$ cat config.mk
export PLATFORM = sky130hd
export DESIGN_NAME = xor_serial_unit
export DESIGN_NICKNAME = d
export VERILOG_FILES = /design/src/rtl/xor_serial_unit_pkg.sv /design/src/rtl/xor_serial_unit_4bit_xor.sv /design/src/rtl/xor_serial_unit.sv
export SDC_FILE = /design/constraint.sdc
export NUM_CORES = 1
export LEC_CHECK = 0
export CORE_ASPECT_RATIO = 0.5
export CORE_UTILIZATION = 50
export CTS_CLUSTER_DIAMETER = 80
export DETAILED_ROUTE_END_ITERATION = 8
export DONT_BUFFER_PORTS = 1
export PLACE_DENSITY = 0.75
export SYNTH_ARGS = -nofsm -noshare
export SYNTH_HDL_FRONTEND = slang
export SYNTH_SLANG_ARGS = --single-unit
$ cat constraint.sdc
create_clock -name clk -period 2.9 [get_ports clk]
set_input_delay 0 -clock clk [delete_from_list [all_inputs] [get_ports clk]]
set_output_delay 0 -clock clk [all_outputs]
set_load 0.05 [all_outputs]
$ cat src/rtl/xor_serial_unit_pkg.sv
// Shared state encoding and default geometry for the nibble-serial XOR engine.
package xor_serial_unit_pkg;

  typedef enum logic {
    IDLE = 1'b0,
    RUN  = 1'b1
  } state_e;

  localparam int WIDTH_DEF   = 32;
  localparam int SLICE_DEF   = 4;
  localparam int NSLICES_DEF = WIDTH_DEF / SLICE_DEF;

endpackage

$ cat src/rtl/xor_serial_unit_4bit_xor.sv
// One combinational XOR slice; the serial engine reuses it once per cycle.
// Zero latency, no flow control.
module xor_serial_unit_4bit_xor #(
  parameter int W = 4
) (
  input  logic [W-1:0] a_i,
  input  logic [W-1:0] b_i,
  output logic [W-1:0] y_o
);

  assign y_o = a_i ^ b_i;

endmodule

$ cat src/rtl/xor_serial_unit.sv
// Nibble-serial XOR: start accepted in IDLE, one slice per cycle, R + done pulse after NSLICES busy cycles.
// Start while busy is dropped (no queueing); back-to-back period is NSLICES+1 cycles.
module xor_serial_unit
  import xor_serial_unit_pkg::*;
#(
  parameter int WIDTH = WIDTH_DEF,
  parameter int SLICE = SLICE_DEF
) (
  input  logic             clk,
  input  logic             rst,
  input  logic             start,
  input  logic [WIDTH-1:0] A,
  input  logic [WIDTH-1:0] B,
  output logic             busy,
  output logic             done,
  output logic [WIDTH-1:0] R
);

  localparam int NSLICES = WIDTH / SLICE;
  localparam int CNT_W   = (NSLICES > 1) ? $clog2(NSLICES) : 1;
  localparam logic [CNT_W-1:0] LAST_CNT = CNT_W'(NSLICES - 1);

  state_e             state_q;
  logic [CNT_W-1:0]   cnt_q;
  logic [WIDTH-1:0]   opa_q;
  logic [WIDTH-1:0]   opb_q;
  logic [WIDTH-1:0]   part_q;
  logic [WIDTH-1:0]   part_d;
  logic [WIDTH-1:0]   r_q;
  logic               done_q;
  logic               busy_q;

  logic [SLICE-1:0]   slice_a;
  logic [SLICE-1:0]   slice_b;
  logic [SLICE-1:0]   slice_y;

  assign slice_a = opa_q[SLICE*int'(cnt_q) +: SLICE];
  assign slice_b = opb_q[SLICE*int'(cnt_q) +: SLICE];

  xor_serial_unit_4bit_xor #(
    .W (SLICE)
  ) u_slice (
    .a_i (slice_a),
    .b_i (slice_b),
    .y_o (slice_y)
  );

  // Merged view lets the final edge publish the last slice without a bubble.
  always_comb begin
    part_d = part_q;
    part_d[SLICE*int'(cnt_q) +: SLICE] = slice_y;
  end

  always_ff @(posedge clk) begin
    if (rst) begin
      state_q <= IDLE;
      cnt_q   <= '0;
      opa_q   <= '0;
      opb_q   <= '0;
      part_q  <= '0;
      r_q     <= '0;
      done_q  <= 1'b0;
      busy_q  <= 1'b0;
    end else begin
      done_q <= 1'b0;
      case (state_q)
        IDLE: begin
          if (start) begin
            opa_q   <= A;
            opb_q   <= B;
            part_q  <= '0;
            cnt_q   <= '0;
            state_q <= RUN;
            busy_q  <= 1'b1;
          end
        end
        RUN: begin
          part_q <= part_d;
          if (cnt_q == LAST_CNT) begin
            r_q     <= part_d;
            done_q  <= 1'b1;
            state_q <= IDLE;
            cnt_q   <= '0;
            busy_q  <= 1'b0;
          end else begin
            cnt_q <= cnt_q + 1'b1;
          end
        end
        default: begin
          state_q <= IDLE;
          busy_q  <= 1'b0;
        end
      endcase
    end
  end

  assign busy = busy_q;
  assign done = done_q;
  assign R    = r_q;

endmodule

==> results of run 1 <==
==> cell type report <==
| cell class | instances | area [um^2] |
|---|---|---|
| clock buffers | 21 | 470 |
| clock inverters | 11 | 170 |
| fillers | 705 | 2880 |
| inverters | 5 | 18.8 |
| flip-flops and latches | 134 | 2680 |
| multi-input cells | 452 | 2630 |
| well taps | 140 | 175 |
| repair buffers | 143 | 1420 |
==> worst max-delay path by stage <==
stage | startpoint | to | slack, ps
floorplan | cnt_q[0] | R[23] | 720
global placement | cnt_q[1] | R[18] | 740
detailed placement | cnt_q[1] | R[17] | 630
CTS | cnt_q[1] | R[17] | 630
global route | cnt_q[1] | part_q[15] | 370
finish | cnt_q[1] | part_q[15] | 480
==> layout by cell type, fill, tap and decap left out, drive strengths merged, types with 2 or more instances in the layout <==
master	instances
o21ai	49
dlygate4sd3	129
and2	2
xnor2	15
nand2b	3
buf	14
o41ai	7
clkinvlp	3
inv	7
dfxtp	134
nand3	6
clkinv	2
bufinv	4
mux4	8
ha	7
nor2b	4
xor2	15
a32oi	6
nand2	174
o31ai	7
nor3	2
a31oi	5
mux2i	7
nor2	15
a32o	2
a21o	3
a21oi	75
and3	4
clkbuf	21
or3	3
a22oi	26
==> critical path: stages, from the launching register on <==
cell	delay, ps
dfxtp_1	480
buf_4	240
mux2i_1	400
xnor2_1	170
mux4_2	710
o41ai_2	320
==> registers in the layout, summed over array words and instances (netlist names) <==
name     flops
R           32
busy         1
cnt_q        3
done         1
opa_q       32
opb_q       32
part_q      32
state_q      1
==> synthesized netlist by cell type (4+ instances only) <==
| master | n |
|---|---|
| a21oi_1 | 75 |
| a22oi_1 | 26 |
| a31oi_1 | 5 |
| a32oi_1 | 6 |
| and3_1 | 4 |
| buf_1 | 4 |
| buf_2 | 4 |
| clkbuf_1 | 27 |
| dfxtp_1 | 134 |
| ha_1 | 7 |
| mux2i_1 | 7 |
| mux4_2 | 7 |
| nand2_1 | 174 |
| nand3_1 | 6 |
| nor2_1 | 15 |
| nor2b_1 | 4 |
| o21ai_0 | 39 |
| o21ai_2 | 10 |
| o31ai_1 | 7 |
| o41ai_1 | 6 |
| xnor2_1 | 15 |
| xor2_1 | 15 |
==> metrics by stage <==
step	hold slack [ps]	util (%)	instance area [um^2]
final	33.7	72.4	7560
after detailed placement	76.6	53.6	5600
after floorplan	136	-	5480
after CTS	19.2	72.4	7560
after global placement	73.1	53.6	5600
after global routing	76.6	72.4	7560
==> power by group through the flow <==
stage               clock network (W)  logic (W)  registers, W
floorplan                           0   0.000272       0.00197
global placement                    0   0.000329       0.00198
detailed placement                  0   0.000336       0.00198
CTS                           0.00235   0.000494       0.00194
global route                  0.00244   0.000564       0.00195
finish                        0.00234   0.000522       0.00194
==> logic make-up (layout without fill, tap and decap cells) <==
| logic type | Yosys count | in the layout | share of synthesized area, % |
|---|---|---|---|
| fa+ha+maj | 7 | 7 | 1.60 |
| simple gates | 217 | 217 | 16.0 |
| compound gates | 182 | 182 | 20.4 |
| mux | 16 | 16 | 4.84 |
| buf+inv | 44 | 180 | 3.42 |
| xor+xnor | 30 | 30 | 4.79 |
| flops | 134 | 134 | 48.9 |
==> repair_timing <==
item,4_1_cts,5_1_grt
hold endpoints to repair,78,0
setup buffers,0,0
hold buffers,130,0
setup endpoints to repair,0,0
==> layer usage <==
layer	wire, um	share of wire [%]
met5	0	0
met4	500	3.1
met3	1050	6.5
met2	7770	48
met1	6800	42
==> reports/summary.txt, run 1 <==
Nets - 827
Max Clk Rate - 0.413 GHz
Worst-Margin Slew - 688 ps
Initial antenna violation count - 0
Critical Path RT - 3230 ps
I/O pin count - 101
Clock Path Buffers - 2
WHS Endpoint - part_q[15]
Sw Ratio - 24.1%
Mapped Cells - 630
# rows - 26
YS warnings - 0
Worst setup SP type - flop
Syn Std Cell Area - 5480 um^2
Number of synthesized flops with an enable pin - 0
H-tree depth - 4
Met3 usage - 6.77%
Hold Vio Cnt, Final - 0
Ratio of cells with drive above 1 in the final layout - 9.14%
Vias/cell - 5.67
Final HPWL DP - 8510 um
Max-cap viol count - 0
Primary FF master, synth - dfxtp_1
Synth area leader - dfxtp_1
Synth top area share - 48.9%
Post-CTS sizing - 0
Fin crit period - 2420 ps
Int Power - 0.00365 W
Pwr/cell area - 636 nW/um^2
CTS tree - done
Final WL - 16,100 um
Final RePlAce weighted congestion - 0.842
Total congestion overflow - 0
Avg Inst Size Synth - 8.70 um^2
CORE AREA - 10,400 um^2
Cell Count, Final, Fillers Out - 906
Die height - 76.0 um
Combinational share of power - 10.9%
DR vias - 5,140
Distinct cell type count after synthesis - 42
Tot GR Track Use - 30.1%
Met1 GRT Util - 36.9%
Die Wd - 150 um
R2R depth - 5
# clock sinks - 134
Initial Utilization - 52.5%
Clock skew - 8.82 ps
Pins Over Slew Limit - 0
Net Switching - 0.00116 W
Count of state elements after synthesis - 134
Worst vdd ir - 0.000419 V
Inserted Diodes - 0
Largest net degree at the start of global routing - 70
Clock group share of total power - 48.8%
Worst Path Max Fanout - 13
RSZ-0062 raised after global routing - no
Area Overhead vs Synth - 37.9%
Hold Path Cell Cnt - 2
Later-pin clock latency in the skew report - 420 ps
Critical path type - flop to flop
Relative slew margins - 54.1%
Sequential share of the synthesized area - 48.9%
Drt wl/cell - 17.8 um
Fin crit share - 83.6%
FF-to-FF setup slack - 480 ps
Vias in the first global route - 5,318
PortBufs - 0
LEAKAGE - 2.97 nW
Sequential fraction of design power - 40.4%
GR Util met2 - 49.3%
Pre-antenna DRT Iters - 6
Min-delay src - rst
Setup TNS - 0 ps
Place WS - 633 ps
Clock transition at the registers of the reported paths - 60 ps
Die area - 11,400 um^2
Placed Cells - 744
Reg2Reg Capture Point - part_q[15]
Worst hold path type - input pin to flop
Final worst slack - 476 ps
Clock Tree Root - clkbuf_16
1st-iter DRT viols - 365
Post-synth net total - 704
# DRC - 0
CTS Buf Count - 17
Worst Path Arrival - 2750 ps
First-pass GRT wire length - 26,600 um
Busiest grt layer - met2
# setup viols final - 0
Pwr Total - 0.00481 W
Worst Setup End Kind - flop
Reg-to-reg startpoint - cnt_q[1]
Ranking of synthesized cells by area - dfxtp_1 49%, nand2_1 12%, a21oi_1 6.8%
Post-synth ARST share - 0%
Outcome - finished clean
Final ANT Viol Nets - 0
(Power assumes the default switching activity.)
==> run 2: changes to the inputs <==
==> constraint.sdc (replaced) <==
create_clock -name clk -period 2.54 [get_ports clk]
set_input_delay 0 -clock clk [delete_from_list [all_inputs] [get_ports clk]]
set_output_delay 0 -clock clk [all_outputs]
set_load 0.05 [all_outputs]
==> reports/summary.txt, run 2 (same netlist as run 1, synthesis figures left out) <==
Initial Utilization - 52.5%
Total congestion overflow - 0
Tot GR Track Use - 29.7%
Die height - 76.0 um
Area Overhead vs Synth - 36.2%
Final HPWL DP - 8420 um
Clock skew - 6.39 ps
Pre-antenna DRT Iters - 5
Worst vdd ir - 0.000608 V
Critical Path RT - 2890 ps
Largest net degree at the start of global routing - 70
Most frequent cell on the critical path - buf_4
Post-CTS setup buffer count - 0
Max incr delay on CP - 630 ps
H-tree depth - 4
Clock Path Buffers - 2
LEAKAGE - 2.94 nW
Die Wd - 150 um
Outcome - finished clean
Fillers - 697
Clock Tree Root - clkbuf_16
Worst Path Max Fanout - 65
1st-iter DRT viols - 376
Nets - 815
CTS Buf Count - 17
First-pass GRT wire length - 26,000 um
Commonest non-fill, non-tap cells in the layout - 174 x nand2_1, 134 x dfxtp_1, 121 x dlygate4sd3_1, 74 x a21oi_1, 39 x o21ai_0
Worst hold path type - input pin to flop
Register Area - 2680 um^2
CORE AREA - 10,400 um^2
# clock sinks - 134
# DRC - 0
Pwr/cell area - 740 nW/um^2
Cells along the critical path - buf_4 > nor2b_4 > buf_4 > nand2_1 > a21oi_1 > dlygate4sd3_1
Die area - 11,400 um^2
Worst-Margin Slew - 658 ps
Ratio of cells with drive above 1 in the final layout - 8.89%
Delay-heaviest family, CP - buffers and inverters
Most common cell after layout, fill and taps aside - nand2_1
Setup TNS - 0 ps
CTS tree - done
I/O pin count - 101
Initial antenna violation count - 0
Fin crit share - 91.3%
# rows - 26
Drt wl/cell - 18.2 um
Pins Over Slew Limit - 0
Area of the multi-input gates - 2630 um^2
Worst setup SP type - flop
Crit-path slowest cell - dlygate4sd3_1
Place WS - 304 ps
# setup viols final - 0
PortBufs - 0
Vias/cell - 5.74
Relative slew margins - 56.2%
RSZ-0062 raised after global routing - no
Max Clk Rate - 0.431 GHz
Clock transition at the registers of the reported paths - 60 ps
Max-cap viol count - 0
Final worst slack - 221 ps
Vias in the first global route - 5,011
Final ANT Viol Nets - 0
Final RePlAce weighted congestion - 0.817
Worst Setup End Kind - flop
Worst Path Arrival - 2670 ps
Buf/Inv on CP - 3
DR vias - 5,130
Hold Vio Cnt, Final - 0
Critical path type - flop to flop
Fin crit period - 2320 ps
Later-pin clock latency in the skew report - 420 ps
Inserted Diodes - 0
Final WL - 16,200 um
## run 2: changes by cell type in the layout (fill, tap and decap cells not counted), sizes merged
cell | previous run | this run
clkinvlp | 3 | 2
clkbuf | 21 | 19
buf | 14 | 10
bufinv | 4 | 5
clkinv | 2 | 6
inv | 7 | 5
dlygate4sd3 | 129 | 121
## run 2: layer usage
layer  vias to the layer above  share of wire (%)  track usage, %
met4                         0                3.1            13.9
met5                         -                  0               0
met2                       197                 46            46.9
li1                       2411                  -               -
met3                        54                6.7            8.44
met1                      2468                 44            37.5
## run 2: per-stage QoR
stage | cells | hold WS (ps) | total power, W | area (um^2) | utilization (%)
final | 894 | 46.3 | 0.00553 | 7470 | 71.5
after CTS | 894 | 37.8 | 0.00550 | 7460 | 71.5
after detailed placement | 740 | 77.9 | 0.00264 | 5570 | 53.3
after global routing | 894 | 48.3 | 0.00570 | 7470 | 71.5
after global placement | 740 | 73.7 | 0.00263 | 5570 | 53.3
after floorplan | 630 | 136 | 0.00256 | 5480 | -
## run 2: timing repair
item / CTS / global route
endpoints found under the setup margin: 0 / 1
hold endpoints to repair: 77 / 0
resized for setup: 0 / 1
hold buffers: 122 / 0
## run 2: path summary, 6_finish.rpt
path         startpoint          to  slack (ps)  cells past startpoint
min reg2reg   part_q[3]   part_q[3]         450                      2
min                 rst  part_q[15]          50                      2
max reg2reg     state_q   opa_q[19]         220                      6
max             state_q   opa_q[19]         220                      6
## run 2: area by class of cell
cell class                      count  share of cell area, %
Sequential cell                   134                   35.9
Multi-Input combinational cell    452                   35.2
Timing Repair Buffer              131                   17.5
Clock buffer                       19                   6.06
Clock inverter                     13                   2.71
Tap cell                          140                   2.35
Inverter                            5                  0.251
## run 2: power by group
part	switching [W]	internal (W)	total (W)
sequential	0.0000520	0.00217	0.00222
combinational	0.000314	0.000265	0.000579
clock	0.000941	0.00179	0.00273
total	0.00131	0.00422	0.00553
